<file path="src/rtl/rv32i_encoder_if.sv">
// Handshake bus for the RV32I encoder: tuple input side and encoded-word output side.
interface rv32i_encoder_if #(
  parameter int ADDR_W = 32
);
  logic              in_valid;
  logic              in_ready;
  logic [2:0]        in_fmt;
  logic [6:0]        in_opcode;
  logic [4:0]        in_rd;
  logic [4:0]        in_rs1;
  logic [4:0]        in_rs2;
  logic [2:0]        in_funct3;
  logic [6:0]        in_funct7;
  logic [31:0]       in_imm;
  logic              out_valid;
  logic              out_ready;
  logic [31:0]       out_instr;
  logic [ADDR_W-1:0] out_addr;
  logic              out_err;

  // Producer of tuples / consumer of words (program generator side).
  modport master (
    output in_valid, in_fmt, in_opcode, in_rd, in_rs1, in_rs2,
           in_funct3, in_funct7, in_imm, out_ready,
    input  in_ready, out_valid, out_instr, out_addr, out_err
  );

  // The encoder itself.
  modport slave (
    input  in_valid, in_fmt, in_opcode, in_rd, in_rs1, in_rs2,
           in_funct3, in_funct7, in_imm, out_ready,
    output in_ready, out_valid, out_instr, out_addr, out_err
  );
endinterface

</file>
<file path="src/rtl/rv32i_encoder.sv">
// RV32I encoder: packs format/field tuples into 32-bit instruction words,
// with a one-entry skid buffer, a registered output stage, immediate range
// checking (illegal tuples become NOPs) and a load-address counter.
module rv32i_encoder #(
  parameter int                ADDR_W    = 32,
  parameter logic [ADDR_W-1:0] BASE_ADDR = '0
) (
  input  logic                 clk,
  input  logic                 rst,
  input  logic                 restart,
  rv32i_encoder_if.slave       bus,
  output logic [7:0]           err_count
);

  localparam logic [2:0]  FMT_R = 3'd0;
  localparam logic [2:0]  FMT_I = 3'd1;
  localparam logic [2:0]  FMT_S = 3'd2;
  localparam logic [2:0]  FMT_B = 3'd3;
  localparam logic [2:0]  FMT_U = 3'd4;
  localparam logic [2:0]  FMT_J = 3'd5;
  localparam logic [31:0] NOP   = 32'h0000_0013;

  logic signed [31:0] imm_s;
  logic [31:0]        enc_instr;
  logic               enc_err;
  logic               accept;
  logic               out_free;

  logic              out_valid_q, out_valid_d;
  logic [31:0]       out_instr_q, out_instr_d;
  logic [ADDR_W-1:0] out_addr_q,  out_addr_d;
  logic              out_err_q,   out_err_d;
  logic              skid_valid_q, skid_valid_d;
  logic [31:0]       skid_instr_q, skid_instr_d;
  logic [ADDR_W-1:0] skid_addr_q,  skid_addr_d;
  logic              skid_err_q,   skid_err_d;
  logic [ADDR_W-1:0] addr_cnt_q,   addr_cnt_d;
  logic [7:0]        err_count_q,  err_count_d;

  assign imm_s = bus.in_imm;

  // Encode the incoming tuple and decide whether it is legal.
  always_comb begin
    enc_err   = 1'b0;
    enc_instr = NOP;
    case (bus.in_fmt)
      FMT_R: enc_instr = {bus.in_funct7, bus.in_rs2, bus.in_rs1, bus.in_funct3,
                          bus.in_rd, bus.in_opcode};
      FMT_I: begin
        enc_instr = {bus.in_imm[11:0], bus.in_rs1, bus.in_funct3, bus.in_rd, bus.in_opcode};
        enc_err   = (imm_s < -32'sd2048) || (imm_s > 32'sd2047);
      end
      FMT_S: begin
        enc_instr = {bus.in_imm[11:5], bus.in_rs2, bus.in_rs1, bus.in_funct3,
                     bus.in_imm[4:0], bus.in_opcode};
        enc_err   = (imm_s < -32'sd2048) || (imm_s > 32'sd2047);
      end
      FMT_B: begin
        enc_instr = {bus.in_imm[12], bus.in_imm[10:5], bus.in_rs2, bus.in_rs1,
                     bus.in_funct3, bus.in_imm[4:1], bus.in_imm[11], bus.in_opcode};
        enc_err   = (imm_s < -32'sd4096) || (imm_s > 32'sd4094) || bus.in_imm[0];
      end
      FMT_U: begin
        enc_instr = {bus.in_imm[31:12], bus.in_rd, bus.in_opcode};
        enc_err   = (bus.in_imm[11:0] != 12'd0);
      end
      FMT_J: begin
        enc_instr = {bus.in_imm[20], bus.in_imm[10:1], bus.in_imm[11],
                     bus.in_imm[19:12], bus.in_rd, bus.in_opcode};
        enc_err   = (imm_s < -32'sd1048576) || (imm_s > 32'sd1048574) || bus.in_imm[0];
      end
      default: enc_err = 1'b1;
    endcase
    if (bus.in_opcode[1:0] != 2'b11) enc_err = 1'b1;
    if (enc_err) enc_instr = NOP;
  end

  // Next-state for output stage, skid buffer, address counter and error counter.
  always_comb begin
    out_valid_d  = out_valid_q;
    out_instr_d  = out_instr_q;
    out_addr_d   = out_addr_q;
    out_err_d    = out_err_q;
    skid_valid_d = skid_valid_q;
    skid_instr_d = skid_instr_q;
    skid_addr_d  = skid_addr_q;
    skid_err_d   = skid_err_q;
    addr_cnt_d   = addr_cnt_q;
    err_count_d  = err_count_q;

    accept   = bus.in_valid && !skid_valid_q;
    out_free = !out_valid_q || bus.out_ready;

    if (out_free) begin
      if (skid_valid_q) begin
        out_valid_d  = 1'b1;
        out_instr_d  = skid_instr_q;
        out_addr_d   = skid_addr_q;
        out_err_d    = skid_err_q;
        skid_valid_d = 1'b0;
      end else if (accept) begin
        out_valid_d = 1'b1;
        out_instr_d = enc_instr;
        out_addr_d  = addr_cnt_q;
        out_err_d   = enc_err;
      end else begin
        out_valid_d = 1'b0;
      end
    end else if (accept) begin
      skid_valid_d = 1'b1;
      skid_instr_d = enc_instr;
      skid_addr_d  = addr_cnt_q;
      skid_err_d   = enc_err;
    end

    if (accept) begin
      addr_cnt_d = addr_cnt_q + ADDR_W'(4);
      if (enc_err && (err_count_q != 8'hFF)) err_count_d = err_count_q + 8'd1;
    end
    if (restart) addr_cnt_d = BASE_ADDR;
  end

  // State registers with synchronous reset.
  always_ff @(posedge clk) begin
    if (rst) begin
      out_valid_q  <= 1'b0;
      out_instr_q  <= '0;
      out_addr_q   <= BASE_ADDR;
      out_err_q    <= 1'b0;
      skid_valid_q <= 1'b0;
      skid_instr_q <= '0;
      skid_addr_q  <= BASE_ADDR;
      skid_err_q   <= 1'b0;
      addr_cnt_q   <= BASE_ADDR;
      err_count_q  <= '0;
    end else begin
      out_valid_q  <= out_valid_d;
      out_instr_q  <= out_instr_d;
      out_addr_q   <= out_addr_d;
      out_err_q    <= out_err_d;
      skid_valid_q <= skid_valid_d;
      skid_instr_q <= skid_instr_d;
      skid_addr_q  <= skid_addr_d;
      skid_err_q   <= skid_err_d;
      addr_cnt_q   <= addr_cnt_d;
      err_count_q  <= err_count_d;
    end
  end

  assign bus.in_ready  = !skid_valid_q;
  assign bus.out_valid = out_valid_q;
  assign bus.out_instr = out_instr_q;
  assign bus.out_addr  = out_addr_q;
  assign bus.out_err   = out_err_q;
  assign err_count     = err_count_q;

endmodule
</file>
<file path="src/flat_wrapper.sv">
// flat-port wrapper written by rule: the top's interface ports become plain ports
module rv32i_encoder_flat 
#(
  parameter int                ADDR_W    = 32,
  parameter logic [ADDR_W-1:0] BASE_ADDR = '0
)
  (clk, rst, restart, err_count, bus_in_valid, bus_in_fmt, bus_in_opcode, bus_in_rd, bus_in_rs1, bus_in_rs2, bus_in_funct3, bus_in_funct7, bus_in_imm, bus_out_ready, bus_in_ready, bus_out_valid, bus_out_instr, bus_out_addr, bus_out_err);
  rv32i_encoder_if #(.ADDR_W(ADDR_W)) bus_i ();
  input  logic clk;
  input  logic rst;
  input  logic restart;
  output logic [7:0] err_count;
  input wire logic [$bits(bus_i.in_valid)-1:0] bus_in_valid;
  input wire logic [$bits(bus_i.in_fmt)-1:0] bus_in_fmt;
  input wire logic [$bits(bus_i.in_opcode)-1:0] bus_in_opcode;
  input wire logic [$bits(bus_i.in_rd)-1:0] bus_in_rd;
  input wire logic [$bits(bus_i.in_rs1)-1:0] bus_in_rs1;
  input wire logic [$bits(bus_i.in_rs2)-1:0] bus_in_rs2;
  input wire logic [$bits(bus_i.in_funct3)-1:0] bus_in_funct3;
  input wire logic [$bits(bus_i.in_funct7)-1:0] bus_in_funct7;
  input wire logic [$bits(bus_i.in_imm)-1:0] bus_in_imm;
  input wire logic [$bits(bus_i.out_ready)-1:0] bus_out_ready;
  output wire logic [$bits(bus_i.in_ready)-1:0] bus_in_ready;
  output wire logic [$bits(bus_i.out_valid)-1:0] bus_out_valid;
  output wire logic [$bits(bus_i.out_instr)-1:0] bus_out_instr;
  output wire logic [$bits(bus_i.out_addr)-1:0] bus_out_addr;
  output wire logic [$bits(bus_i.out_err)-1:0] bus_out_err;
  assign bus_i.in_valid = bus_in_valid;
  assign bus_i.in_fmt = bus_in_fmt;
  assign bus_i.in_opcode = bus_in_opcode;
  assign bus_i.in_rd = bus_in_rd;
  assign bus_i.in_rs1 = bus_in_rs1;
  assign bus_i.in_rs2 = bus_in_rs2;
  assign bus_i.in_funct3 = bus_in_funct3;
  assign bus_i.in_funct7 = bus_in_funct7;
  assign bus_i.in_imm = bus_in_imm;
  assign bus_i.out_ready = bus_out_ready;
  assign bus_in_ready = bus_i.in_ready;
  assign bus_out_valid = bus_i.out_valid;
  assign bus_out_instr = bus_i.out_instr;
  assign bus_out_addr = bus_i.out_addr;
  assign bus_out_err = bus_i.out_err;
  rv32i_encoder #(.ADDR_W(ADDR_W), .BASE_ADDR(BASE_ADDR)) u_core (.clk(clk), .rst(rst), .restart(restart), .bus(bus_i), .err_count(err_count));
endmodule
</file>
<file path="config.mk">
export PLATFORM = sky130hd
export DESIGN_NAME = rv32i_encoder_flat
export DESIGN_NICKNAME = d
export VERILOG_FILES = /design/src/rtl/rv32i_encoder_if.sv /design/src/rtl/rv32i_encoder.sv /design/src/flat_wrapper.sv
export SDC_FILE = /design/constraint.sdc
export NUM_CORES = 1
export LEC_CHECK = 0
export BUFFER_PORTS_ARGS = -buffer_cell sky130_fd_sc_hd__buf_4
export CORE_ASPECT_RATIO = 1.2
export CORE_UTILIZATION = 50
export CTS_BUF_LIST = sky130_fd_sc_hd__clkbuf_8
export DETAILED_ROUTE_END_ITERATION = 7
export HOLD_SLACK_MARGIN = 0.1
export PLACE_DENSITY = 0.7
export SLEW_MARGIN = 10
export SYNTH_ARGS = -nofsm -noshare
export SYNTH_HDL_FRONTEND = slang
export SYNTH_SLANG_ARGS = --single-unit
</file>
<file path="constraint.sdc">
create_clock -name clk -period 3.6 [get_ports clk]
set_input_delay 0.54 -clock clk [delete_from_list [all_inputs] [get_ports clk]]
set_output_delay 0.54 -clock clk [all_outputs]
set_load 0.05 [all_outputs]
</file>
# Word-level counts from Yosys, hierarchy flattened

Cells that the tools add are included.

$add $sub $neg: 2
Equal/unequal tests: 7
Mux-type cells: 12
Bitwise operators: 1
Reductions and logical operators: 19
Order comparisons: 6

Operator list:

| operator                                             | count |
|---|---|
| case mux 32 bit (6 select lines)                     | 1 |
| 2-to-1 mux 32 bit                                    | 5 |
| adder 32 x 3 -> 32 bit, second input constant        | 1 |
| > comparator 32 x 12 -> 1 bit, second input constant | 1 |
| > comparator 32 x 13 -> 1 bit, second input constant | 1 |
| > comparator 32 x 21 -> 1 bit, second input constant | 1 |
| < comparator 32 x 12 -> 1 bit, second input constant | 1 |
| < comparator 32 x 13 -> 1 bit, second input constant | 1 |
| < comparator 32 x 21 -> 1 bit, second input constant | 1 |
| nonzero test 12 bit                                  | 1 |
| adder 8 x 1 -> 8 bit, second input constant          | 1 |
| != test 8 bit, second input constant                 | 1 |
| equality test 3 x 2 -> 1 bit, second input constant  | 2 |
| equality test 3 bit, second input constant           | 2 |
| logical OR 1 bit                                     | 6 |
| AND reduction 2 bit                                  | 3 |
| OR reduction 2 bit                                   | 3 |
| 2-to-1 mux 1 bit                                     | 5 |
| case mux 1 bit (5 select lines)                      | 1 |
| equality test 3 x 1 -> 1 bit, second input constant  | 1 |
| logical NOT 3 bit                                    | 1 |
| logical AND 1 bit                                    | 2 |
| logical NOT 1 bit                                    | 2 |
| != test 2 bit, second input constant                 | 1 |
| 2 further kinds                                      | 2 |

Input port bits: 72
Output and inout port bits: 75
Register bits after elaboration: 172
Logic and storage cells: 57

# Longest topological paths before layout

Depth after elaboration: 8
Depth in mapped cells: 10
Mapped depth without buffers: 8

# Least setup slack after synthesis

No wires, ideal clock.

Path kind: in2reg
Start: input bus_in_imm[29]
End: register u_core.out_instr_q[30], in the netlist u_core.bus.out_instr[30]
Required time: 3.521 ns
Slack: 1.368 ns
Path buffers: 2
Stages: 10
Arrival: 2.153 ns
Setup time: 0.079 ns
Cell sequence: nor4_1 > nand3_1 > nand3b_1 > mux2_2 > a21oi_2 > o21a_4 > buf_12 > buf_6 > nand3_2 > a211oi_2

Cells in the longest elaborated chain, start to end: 8
Elaborated cells on any way between the ends: 16
Those cells by class: order compare (6); mux (5); reduce/logical (5)

Ends and longest elaborated chain:

| element                                                  | line                                     | RTL |
|---|---|---|
| start: declaration                                       | flat_wrapper.sv:21                       | `input wire logic [$bits(bus_i.in_imm)-1:0] bus_in_imm;` |
| < comparator 32 x 21 -> 1 bit (tied with other cells)    | rv32i_encoder.sv:70                      | `enc_err = (imm_s < -32'sd1048576) \|\| (imm_s > 32'sd1048574) \|\| bus.in_imm[0];` |
| logical OR 1 bit, on equally long branches (2 in series) | rv32i_encoder.sv:70, rv32i_encoder.sv:61 |  |
| case mux 1 bit (5 select lines) (*)                      | rv32i_encoder.sv:46                      | `case (bus.in_fmt)` |
| 2-to-1 mux 1 bit (*)                                     | rv32i_encoder.sv:74                      | `if (bus.in_opcode[1:0] != 2'b11) enc_err = 1'b1;` |
| 2-to-1 mux 32 bit (*)                                    | rv32i_encoder.sv:75                      | `if (enc_err) enc_instr = NOP;` |
| 2-to-1 mux 32 bit (*)                                    | rv32i_encoder.sv:101                     | `end else if (accept) begin` |
| 2-to-1 mux 32 bit (*)                                    | rv32i_encoder.sv:95                      | `if (skid_valid_q) begin` |
| end signal: assignment                                   | rv32i_encoder.sv:138                     | `out_instr_q <= out_instr_d;` |
| end: declaration                                         | rv32i_encoder.sv:30                      | `logic [31:0] out_instr_q, out_instr_d;` |

Every way passes the cells marked *; elsewhere a longest branch is shown, timed or not. The select of a mux whose other input is x is not followed.
A chain may end at the register's enable or synchronous reset.

# Worst setup path after layout

Start: register u_core.skid_valid_q
End: register u_core.skid_addr_q[25]

Cells in the longest elaborated chain, start to end: 3

Ends and longest elaborated chain:

| element                              | line                 | RTL |
|---|---|---|
| start: declaration                   | rv32i_encoder.sv:33  | `logic skid_valid_q, skid_valid_d;` |
| start signal: assignment             | rv32i_encoder.sv:141 | `skid_valid_q <= skid_valid_d;` |
| logical NOT 1 bit                    | rv32i_encoder.sv:91  | `accept = bus.in_valid && !skid_valid_q;` |
| logical AND 1 bit                    | rv32i_encoder.sv:91  |  |
| AND reduction 2 bit (no source line) | n/a                  |  |
| end signal: assignment               | rv32i_encoder.sv:143 | `skid_addr_q <= skid_addr_d;` |
| end: declaration                     | rv32i_encoder.sv:35  | `logic [ADDR_W-1:0] skid_addr_q, skid_addr_d;` |

No other way between the ends.

==> out/qor.csv <==
stage,metric,value,unit
yosys,predominant post-synthesis flop cell,dfxtp_1,
yosys,Synth top area share,44.78,%
cts,clk slew on worst S/H paths,0.10,ns
floorplan,Core ar.,14410,sq um
timing,setup TNS,0,ns
cts,Max clock buf depth,2,
cells_and_area,Final Util,61.68,%
cts,CTS HTree Levels,4,
power,sequential share of power,50.4,%
power,P_leak,0.003250,uW
floorplan,FP Rows,48,
yosys,Yosys reg bits,166,
power,Sw Ratio,29.62,%
drt,Routed Antenna Nets,0,
placed_design,placed wire-length estimate,12120,microns
cells_and_area,most frequent cells in the layout,"dfxtp_1 (165), buf_4 (156), nand2_1 (138), nor2_1 (95), a21oi_1 (85)",
yosys,Synth Instances,913,
global_route,largest net degree at the start of global routing,76,
power,Gate power share,14.4,%
cells_and_area,register area,3327,sq um
job,Max-cap violations,0,
timing,crit path time final,2.709,ns
global_route,met2 Use GR,41.10,%
timing,Max transition margin,40.06,%
cells_and_area,Inserted Diodes,0,
timing,Final Hold Viols,0,
power,worst vdd ir,0.2065,mV
timing,Setup Skew,0.01376,ns
global_route,total gr overflow,0,
placed_design,I/O Buffers,144,
critical_path,CP Data Required Time,3.97,ns
floorplan,Die ar.,15330,sq um
cts,clk_lat worst skew,0.46,ns
timing,Hold Slack,0.3445,ns
yosys,warnings from Yosys,0,
worst_hold_path,hold crit path type,in -> reg,
cts,postcts setup bufs,0,
yosys,"EDFF count, synth",0,
power,internal power component,2660,uW
critical_path,Crit. End Element,flip-flop,
timing,Final Max Slew Viols,0,
timing,worst slew pin tran,0.8981,ns
cells_and_area,area of the multi-input gates,3737,sq um
cts,Root Buffer,clkbuf_8,
critical_path,crit path launch type,flip-flop,
global_route,first-pass GRT wire length,29500,microns
power,Clk pwr share,35.2,%
cts,cts hold-fix bufs,0,
placed_design,GPL Wtd Cong,0.8413,
cts,Resize count post-CTS,0,
floorplan,chip width,113.2,microns
timing,Final Cycle Share,75.24,%
cts,total CTS buffers,17,
yosys,"Avg Cell Area, Syn",8.128,sq um
cells_and_area,"commonest non-fill, non-tap cell in the layout",dfxtp_1,
drt,drt first pass iters,5,
critical_path,Worst EP arrival,3.08,ns
cells_and_area,Syn-to-layout area delta,19.81,%
floorplan,Die Height,135.5,microns
global_route,vias in the first global route,6103,
critical_path,critical path class,reg -> reg,
yosys,"Seq/Total Area, Yosys",44.78,%
global_route,Total Routing Usage GR,23.93,%
drt,DR iter-0 viols,475,
cells_and_area,share of layout cells above drive strength 1,19.90,%
yosys,Mapped Area,7421,sq um
yosys,Yosys cell types,48,
yosys,synth top area cells,"dfxtp_1 (45%), nand2_1 (7.0%), a21oi_1 (5.7%), nand3_1 (5.5%), nor2_1 (4.9%)",
cts,clk sink count,166,
drt,routed len/inst,14.96,microns
drt,routed vias/inst,5.620,
drt,Total Wirelength,18020,microns
timing,"Setup violations, final",0,
power,power density over the cells,425.2,nW/um^2
global_route,GR Util met3,5.727,%
yosys,Post-synth ARST share,0,%
cells_and_area,final cell count without fillers,1205,
floorplan,Starting Density,51.48,%
power,Net Sw Power,1120,uW
global_route,grt met1 use,28.91,%
cells_and_area,fill count,1341,
timing,unrepaired setup endpoints after global routing,no,
global_route,busiest grt layer,met2,
timing,Fmax,0.3692,GHz
placed_design,DP Cell Count,1173,
global_route,initial antenna violation count,0,
cts,TritonCTS clock tree,done,
power,Power Total,3780,uW
cells_and_area,Nets,1091,
drt,routed vias,6772,
outcome,status,"finished, final reports clean",
yosys,Yosys top cell by area,dfxtp_1,
critical_path,crit path max fanout,47,
floorplan,IO Pins,147,
drt,DRC,0,
-- cells in the mapped netlist (5+ instances only) --
cell type / number
a22oi_1: 20
nand2_1: 139
nand4_1: 15
nor2_1: 97
nor2b_1: 9
clkbuf_1: 56
o22ai_1: 8
inv_1: 11
o21ai_0: 16
a22o_1: 5
nand3_1: 82
buf_6: 6
dfxtp_1: 166
a31oi_1: 16
mux2i_1: 32
xnor2_1: 6
mux2_2: 6
nor4_1: 8
xor2_1: 24
and3_1: 12
nor3_1: 6
a21oi_1: 85
a211oi_1: 44
-- sequential cells by signal, summed over array words and instances (netlist names) --
| name | flops |
|---|---|
| u_core.skid_valid_q | 1 |
| u_core.bus.out_addr | 30 |
| u_core.bus.out_instr | 32 |
| u_core.skid_instr_q | 32 |
| u_core.addr_cnt_q | 30 |
| u_core.skid_addr_q | 30 |
| u_core.bus.out_err | 1 |
| u_core.skid_err_q | 1 |
| u_core.bus.out_valid | 1 |
| u_core.err_count | 8 |
-- cells by family after synthesis --
group / Yosys count / share of synthesized area (%)
xor+xnor: 30 / 3.541
flops: 166 / 44.78
compound gates: 205 / 17.25
buf+inv: 83 / 5.193
other cells: 1 / 0.05053
simple gates: 388 / 23.62
fa+ha+maj: 2 / 0.3372
mux: 38 / 5.227
-- power groups by stage --
stage	Clock [uW]	Combinational [uW]	Sequential (uW)
after global routing	1440	584	1910
after detailed placement	0	544	1950
after CTS	1360	545	1910
final	1330	543	1910
after global placement	0	541	1950
after floorplan	0	224	2080
-- layer usage --
layer  vias to the layer above  wire length, microns
li1                       3419                     -
met5                         -                     0
met4                         0                   375
met1                      3140                  7784
met3                        25                  1035
met2                       188                  8827
-- path summary, 6_finish.rpt --
check                                                          start                                   end  slack, ns  depth (start not counted)
worst max register to register      u_core.skid_valid_q$_SDFFE_PP0P_   u_core.skid_addr_q[25]$_SDFFE_PP0P_       0.89                          6
worst min-delay path                                bus_in_opcode[6]   u_core.skid_instr_q[6]$_SDFFE_PP0P_       0.34                          3
worst max-delay path                u_core.skid_valid_q$_SDFFE_PP0P_   u_core.skid_addr_q[25]$_SDFFE_PP0P_       0.89                          6
worst min register to register  u_core.skid_instr_q[24]$_SDFFE_PP0P_  u_core.skid_instr_q[24]$_SDFFE_PP0P_       0.45                          2
-- area by class of cell --
class	instances	area share, %
inverters	11	0.4644
well taps	175	2.463
repair buffers	156	13.17
multi-input cells	665	42.03
clock inverters	13	1.506
clock buffers	19	2.941
flip-flops and latches	166	37.42
-- worst max-delay path: stages, from the launching register on --
cell and delay [ns]:
dfxtp_4 0.54, inv_1 0.45, nand2_1 0.37, nor2_4 0.62, buf_4 0.39, nand2_1 0.09, a21oi_1 0.14
-- per-stage QoR --
stage / area [sq um] / worst slack (ns)
2_1_floorplan: 7425 / 1.368
3_3_place_gp: 8496 / 0.6434
3_5_place_dp: 8496 / 0.5889
4_1_cts: 8891 / 0.9163
5_1_grt: 8891 / 0.7151
6_report: 8891 / 0.8912
Power figures use the tool's default switching activity.
